<file path="src/rtl/sib_pkg.sv">
// Shared types and constants for the sample-in-ball sequencer slice.
package sib_pkg;

    localparam int unsigned MLDSA_Q_WIDTH      = 23;
    localparam int unsigned SIB_MEM_ADDRS_DFLT = 64;
    localparam int unsigned SIB_CLR_CYCLES     = SIB_MEM_ADDRS_DFLT / 2;

    typedef enum logic [2:0] {
        SIB_SEQ_IDLE,
        SIB_SEQ_CLEAR,
        SIB_SEQ_RUN,
        SIB_SEQ_DONE,
        SIB_SEQ_ERR
    } sib_seq_state_e;

endpackage

</file>
<file path="src/rtl/sib_mem_clr.sv">
// Zero-fill generator: walks both memory ports over the polynomial, one even/odd address pair per cycle.
module sib_mem_clr
    import sib_pkg::*;
#(
    parameter int unsigned CLR_CYCLES = SIB_CLR_CYCLES
) (
    input  logic                                    clk,
    input  logic                                    rst_b,
    input  logic                                    zeroize,
    input  logic                                    en,
    output logic                                    last_o,
    output logic [1:0][7:2]                         addr_o,
    output logic [1:0][3:0][MLDSA_Q_WIDTH-1:0]      wrdata_o
);

    localparam int unsigned CNT_W = $clog2(CLR_CYCLES);
    localparam logic [CNT_W-1:0] CNT_MAX = CNT_W'(CLR_CYCLES - 1);

    logic [CNT_W-1:0] clr_cnt;

    always_ff @(posedge clk or negedge rst_b) begin
        if (!rst_b) begin
            clr_cnt <= '0;
        end else if (zeroize) begin
            clr_cnt <= '0;
        end else if (en) begin
            clr_cnt <= last_o ? '0 : clr_cnt + 1'b1;
        end
    end

    assign last_o      = en && (clr_cnt == CNT_MAX);
    assign addr_o[0]   = 6'({clr_cnt, 1'b0});
    assign addr_o[1]   = 6'({clr_cnt, 1'b1});
    assign wrdata_o    = '0;

endmodule

</file>
<file path="src/rtl/sib_seq_ctrl.sv">
// SIB operation sequencer: zero-fill, hand memory to the core, gate Keccak stream, report done.
// Optional RUN watchdog enabled by defining SIB_SEQ_TIMEOUT_EN.
module sib_seq_ctrl
    import sib_pkg::*;
#(
`ifdef SIB_SEQ_TIMEOUT_EN
    parameter int unsigned SIB_TIMEOUT_CYC  = 4096,
`endif
    parameter int unsigned SIB_NUM_SAMPLERS = 4,
    parameter int unsigned SIB_SAMPLE_W     = 8,
    parameter int unsigned SIB_MEM_ADDRS    = SIB_MEM_ADDRS_DFLT
) (
    input  logic                                        clk,
    input  logic                                        rst_b,
    input  logic                                        zeroize,
    input  logic                                        start_i,
    output logic                                        busy_o,
    output logic                                        done_o,
    output logic                                        err_o,
    input  logic                                        kc_valid_i,
    input  logic [SIB_NUM_SAMPLERS*SIB_SAMPLE_W-1:0]    kc_data_i,
    output logic                                        kc_hold_o,
    output logic                                        sib_valid_o,
    output logic [SIB_NUM_SAMPLERS*SIB_SAMPLE_W-1:0]    sib_data_o,
    input  logic                                        sib_hold_i,
    input  logic                                        sib_done_i,
    input  logic [1:0]                                  core_cs_i,
    input  logic [1:0]                                  core_we_i,
    input  logic [1:0][7:2]                             core_addr_i,
    input  logic [1:0][3:0][MLDSA_Q_WIDTH-1:0]          core_wrdata_i,
    output logic [1:0]                                  cs_o,
    output logic [1:0]                                  we_o,
    output logic [1:0][7:2]                             addr_o,
    output logic [1:0][3:0][MLDSA_Q_WIDTH-1:0]          wrdata_o
);

    sib_seq_state_e state;
    logic           clr_last;
    logic [1:0][7:2]                        clr_addr;
    logic [1:0][3:0][MLDSA_Q_WIDTH-1:0]     clr_wrdata;

`ifdef SIB_SEQ_TIMEOUT_EN
    localparam logic [11:0] WD_LIMIT = 12'(SIB_TIMEOUT_CYC - 1);
    logic [11:0] wd_cnt;
`endif

    sib_mem_clr #(
        .CLR_CYCLES (SIB_MEM_ADDRS / 2)
    ) u_mem_clr (
        .clk      (clk),
        .rst_b    (rst_b),
        .zeroize  (zeroize),
        .en       (state == SIB_SEQ_CLEAR),
        .last_o   (clr_last),
        .addr_o   (clr_addr),
        .wrdata_o (clr_wrdata)
    );

    always_ff @(posedge clk or negedge rst_b) begin
        if (!rst_b) begin
            state  <= SIB_SEQ_IDLE;
            busy_o <= 1'b0;
            done_o <= 1'b0;
            err_o  <= 1'b0;
`ifdef SIB_SEQ_TIMEOUT_EN
            wd_cnt <= '0;
`endif
        end else if (zeroize) begin
            state  <= SIB_SEQ_IDLE;
            busy_o <= 1'b0;
            done_o <= 1'b0;
            err_o  <= 1'b0;
`ifdef SIB_SEQ_TIMEOUT_EN
            wd_cnt <= '0;
`endif
        end else begin
            done_o <= 1'b0;
            case (state)
                SIB_SEQ_IDLE: begin
                    if (start_i) begin
                        state  <= SIB_SEQ_CLEAR;
                        busy_o <= 1'b1;
                    end
                end
                SIB_SEQ_CLEAR: begin
                    if (clr_last) begin
                        state <= SIB_SEQ_RUN;
`ifdef SIB_SEQ_TIMEOUT_EN
                        wd_cnt <= '0;
`endif
                    end
                end
                SIB_SEQ_RUN: begin
                    // A done pulse on the watchdog limit cycle still completes normally.
                    if (sib_done_i) begin
                        state  <= SIB_SEQ_DONE;
                        done_o <= 1'b1;
                    end
`ifdef SIB_SEQ_TIMEOUT_EN
                    else if (wd_cnt == WD_LIMIT) begin
                        state  <= SIB_SEQ_ERR;
                        err_o  <= 1'b1;
                        busy_o <= 1'b0;
                    end else begin
                        wd_cnt <= wd_cnt + 1'b1;
                    end
`endif
                end
                SIB_SEQ_DONE: begin
                    state  <= SIB_SEQ_IDLE;
                    busy_o <= 1'b0;
                end
                SIB_SEQ_ERR: begin
                    state <= SIB_SEQ_ERR;
                end
                default: begin
                    state  <= SIB_SEQ_IDLE;
                    busy_o <= 1'b0;
                end
            endcase
        end
    end

    assign sib_valid_o = (state == SIB_SEQ_RUN) && kc_valid_i;
    assign sib_data_o  = (state == SIB_SEQ_RUN) ? kc_data_i : '0;
    assign kc_hold_o   = (state == SIB_SEQ_RUN) ? sib_hold_i : 1'b1;

    // zeroize gates the memory port combinationally so nothing is written on the clearing cycle.
    always_comb begin
        cs_o     = '0;
        we_o     = '0;
        addr_o   = '0;
        wrdata_o = '0;
        if (!zeroize) begin
            case (state)
                SIB_SEQ_CLEAR: begin
                    cs_o     = 2'b11;
                    we_o     = 2'b11;
                    addr_o   = clr_addr;
                    wrdata_o = clr_wrdata;
                end
                SIB_SEQ_RUN: begin
                    cs_o     = core_cs_i;
                    we_o     = core_we_i;
                    addr_o   = core_addr_i;
                    wrdata_o = core_wrdata_i;
                end
                default: begin
                    cs_o = '0;
                end
            endcase
        end
    end

endmodule

</file>
<file path="config.mk">
export PLATFORM = sky130hd
export DESIGN_NAME = sib_seq_ctrl
export DESIGN_NICKNAME = d
export VERILOG_FILES = /design/src/rtl/sib_pkg.sv /design/src/rtl/sib_mem_clr.sv /design/src/rtl/sib_seq_ctrl.sv
export SDC_FILE = /design/constraint.sdc
export NUM_CORES = 1
export LEC_CHECK = 0
export CORE_AREA = 2 2 187 189
export CTS_CLUSTER_SIZE = 28
export DETAILED_ROUTE_END_ITERATION = 16
export DIE_AREA = 0 0 189 191
export SETUP_SLACK_MARGIN = 0.15
export SLEW_MARGIN = 10
export SYNTH_ARGS = -nofsm -noshare
export SYNTH_HDL_FRONTEND = slang
export SYNTH_SLANG_ARGS = --single-unit
</file>
<file path="constraint.sdc">
create_clock -name clk -period 2.3 [get_ports clk]
set_clock_uncertainty 0.1 [all_clocks]
set_input_delay 0.23 -clock clk [delete_from_list [all_inputs] [get_ports clk]]
set_output_delay 0.23 -clock clk [all_outputs]
set_load 0.03 [all_outputs]
</file>
==> results_tabular.tex <==
\begin{tabular}{lr}
\hline
Metric & Value \\
\hline
\multicolumn{2}{l}{\textbf{Detailed routing}} \\
Drt wl/cell & 14.91 µm \\
Number of nets still failing antenna checks after routing & 0 \\
Via count of the routed design & 4145 \\
Avg Vias per Cell & 3.259 \\
Final Routed Wirelength & 18.96 mm \\
Initial DRC Count & 115 \\
Drt drc & 0 \\
Number of detailed-route iterations in the first pass & 4 \\
\multicolumn{2}{l}{\textbf{Synthesis}} \\
Post-Synthesis Mean Instance Area & 6.485 µm² \\
Synthesized flop and latch total & 10 \\
Post-synth cell types & 29 \\
Mapped Area & 2198 µm² \\
Number of warning messages in the yosys log & 0 \\
Yosys top cell area share & 62.32\% \\
Syn Inst Count & 339 \\
Dominant cells by area after synthesis & and2\_1, dfrtp\_1, a21oi\_1 \\
Most area-hungry cell type in the Yosys netlist & and2\_1 \\
Fraction of the yosys area taken by sequential cells & 11.38\% \\
Syn nets & 580 \\
\multicolumn{2}{l}{\textbf{Outcome}} \\
Outcome & complete, no violations \\
\multicolumn{2}{l}{\textbf{Clock tree}} \\
Clock tree root driver cell & clkbuf\_16 \\
Number of hold buffers added after CTS & 0 \\
TritonCTS clock tree & done \\
CTS H-Tree Depth & 1 \\
Clock insertion delay at the later pin of the skew report & 0.23 ns \\
Number of buffers created by CTS & 3 \\
Reg clk slew, reported paths & 0.04 ns \\
Clock sink total & 10 \\
Buffer depth of the longest clock path & 2 \\
\multicolumn{2}{l}{\textbf{Timing}} \\
Min Tclk post-route & 2.147 ns \\
Fmax achieved & 465.8 MHz \\
Setup violators final & 0 \\
Post-route clock period utilization & 93.34\% \\
Total negative setup slack & 0 ns \\
RSZ-0062 raised after global routing & yes \\
Final number of hold-violating endpoints & 0 \\
Worst Slack Setup Final & 0.1531 ns \\
Final max-slew violation count & 0 \\
\multicolumn{2}{l}{\textbf{GRT}} \\
Antenna violations before repair & 1 \\
Vias in the first global route & 3910 \\
Global Route Usage Sum & 8.826\% \\
Maximum number of pins on one net before global-route repair & 46 \\
Wire length of the first global-routing pass & 24.47 mm \\
Aggregate global routing overflow & 0 \\
\multicolumn{2}{l}{\textbf{Critical path}} \\
Delay of the slowest cell on the worst path & 0.42 ns \\
Required time at the worst-slack endpoint & 1.97 ns \\
Data arrival time of the critical path & 1.82 ns \\
Startpoint type of the worst setup path & primary input \\
Type of the worst setup path & in2out \\
Critical Path Slowest Stage Cell & clkdlybuf4s50\_1 \\
CP Capture Type & output port \\
Number of cells traversed by the worst register-to-register path & 5 \\
Most used cell, CP & buf\_12 \\
Sequence of cells on the critical path & clkdlybuf4s50\_1, or2\_4, nor2b\_4, buf\_12, buf\_16, buf\_12, and2\_1, buf\_12 \\
Critical-path maximum fanout & 16 \\
\multicolumn{2}{l}{\textbf{Floorplanning}} \\
Initial cell density of the core & 6.443\% \\
Number of top-level pins & 476 \\
Die width & 189 µm \\
Chip height & 191 µm \\
Area of the placeable core & 34120 µm² \\
Number of placement rows & 68 \\
Total die area & 36100 µm² \\
\multicolumn{2}{l}{\textbf{Placement}} \\
Post-placement setup slack & 0.1299 ns \\
Gpl congestion & 0.7503 \\
Number of I/O port buffers & 474 \\
Post-detail-place hpwl & 14.87 mm \\
\multicolumn{2}{l}{\textbf{Finish}} \\
Core occupancy in the finished layout & 24.37\% \\
Layout cells sized above 1 & 38.43\% \\
\# diodes & 0 \\
Filler cell count & 3662 \\
Synthesis-to-layout area growth & 278.3\% \\
Post-layout nets & 1060 \\
\multicolumn{2}{l}{\textbf{Power}} \\
Power Density & 120.6 nW/µm² \\
IR Drop Worst-Case VDD & 0.1546 mV \\
Leakage power total & 3.695 nW \\
\multicolumn{2}{l}{\textbf{Worst hold path}} \\
Path category of the worst min-delay check & in2async \\
\multicolumn{2}{l}{\textbf{Flow run}} \\
Max-capacitance violation count & 0 \\
\hline
\end{tabular}
## synth_stat cells (all sizes together)
library cell and n:
buf 21, conb 1, a31oi 1, nor4b 1, clkbuf 12, inv 1, nand2 18, or2 1
or3b 1, nor2 9, nand3b 2, nand2b 1, o2bb2ai 1, nand3 1, or3 1, a21oi 22
or4b 1, ha 2, nor2b 4, and2 219, or4 1, a211o 2, and3 1, nor3b 2
o21ai 3, dfrtp 10
## metal layers
layer,GRT usage (%),vias to the layer above,wire length (µm)
met5,0,-,13
met4,1.022,2,178
met3,1.579,16,1362
met2,16.72,235,10230
met1,10.57,1896,7180
li1,-,1996,-
## worst paths after layout
kind	endpoint	slack [ns]	start
setup / recovery	wrdata_o[165]	0.15	zeroize
hold / removal	u_mem_clr.clr_cnt[1]$_DFFE_PN0P_	0.23	rst_b
setup reg to reg	u_mem_clr.clr_cnt[3]$_DFFE_PN0P_	0.28	u_mem_clr.clr_cnt[0]$_DFFE_PN0P_
hold reg to reg	u_mem_clr.clr_cnt[4]$_DFFE_PN0P_	0.46	u_mem_clr.clr_cnt[4]$_DFFE_PN0P_
max in group asynchronous	state[2]$_DFFE_PN0P_	1.51	rst_b
min in group clk	u_mem_clr.clr_cnt[4]$_DFFE_PN0P_	0.46	u_mem_clr.clr_cnt[4]$_DFFE_PN0P_
## power breakdown
group	internal, mW	switching [mW]	leakage (nW)	total, mW
Combinational	0.392	0.126	3.52	0.518
Clock	0.225	0.0720	0.0370	0.297
Sequential	0.182	0.00616	0.134	0.188
Total	0.799	0.204	3.69	1.00
## critical path, delay by kind of cell
family                 cells  cell delay (ns)
buffers and inverters      5             1.00
and+or+nand+nor            3             0.57
## metrics by stage
step	cells	hold WS, ns	instance area (µm²)	power [mW]
global placement	1249	0.4352	7387	0.7005
floorplan	339	-0.1656	2198	0.2452
detailed placement	1249	0.4538	7387	0.7003
CTS	1265	0.2549	7781	1.010
global route	1272	0.2663	8315	1.050
finish	1272	0.2335	8315	1.003
## state kept, by name, indices dropped and copies added, names as in the netlist
register,count
state,3
done_o,1
u_mem_clr.clr_cnt,5
busy_o,1
## cells by family (layout without fill, tap and decap cells)
group | Yosys count | count (layout) | synth area share [%]
AO/OA/AOI/OAI | 29 | 29 | 7.172
adder cells (fa/ha/maj) | 2 | 2 | 1.138
buffers and inverters | 34 | 512 | 7.512
flip-flops | 10 | 10 | 11.38
other | 1 | 1 | 0.1706
AND/OR/NAND/NOR | 263 | 263 | 72.62
## cells in the final DEF (no fill, tap or decap), types with 2 or more instances in the layout
| cell type | Yosys | layout |
|---|---|---|
| buf_4 | 2 | 118 |
| buf_6 | 1 | 87 |
| clkbuf_16 | 0 | 6 |
| buf_12 | 0 | 42 |
| and2_1 | 219 | 170 |
| dfrtp_1 | 10 | 9 |
| nand3b_1 | 2 | 2 |
| a21oi_1 | 22 | 22 |
| dlygate4sd2_1 | 0 | 10 |
| nand2_1 | 18 | 18 |
| nor2b_1 | 4 | 2 |
| nor2b_4 | 0 | 2 |
| bufbuf_16 | 0 | 2 |
| a211o_1 | 2 | 2 |
| and2_4 | 0 | 49 |
| clkdlybuf4s50_1 | 0 | 240 |
| o21ai_0 | 3 | 3 |
| ha_1 | 2 | 2 |
| nor2_1 | 9 | 9 |
| buf_16 | 0 | 5 |
## area by class of cell
class                      count  area, µm²  share of cell area (%)
inverter                       1      3.754                 0.04514
timing repair buffer         508       5487                   65.98
multi-input combinational    295       1929                   23.20
clock buffer                   3      75.07                  0.9028
sequential                    10      251.5                   3.024
tap                          455      569.3                   6.846
## timing repair
action	4_1_cts	5_1_grt
cloned	6	5
setup buffers	7	2
endpoints found under the setup margin	185	159
pin swaps	2	12
endpoints found under the hold margin	0	0
gates resized for setup	33	124
Note: power is estimated with default switching activity, not from simulation.
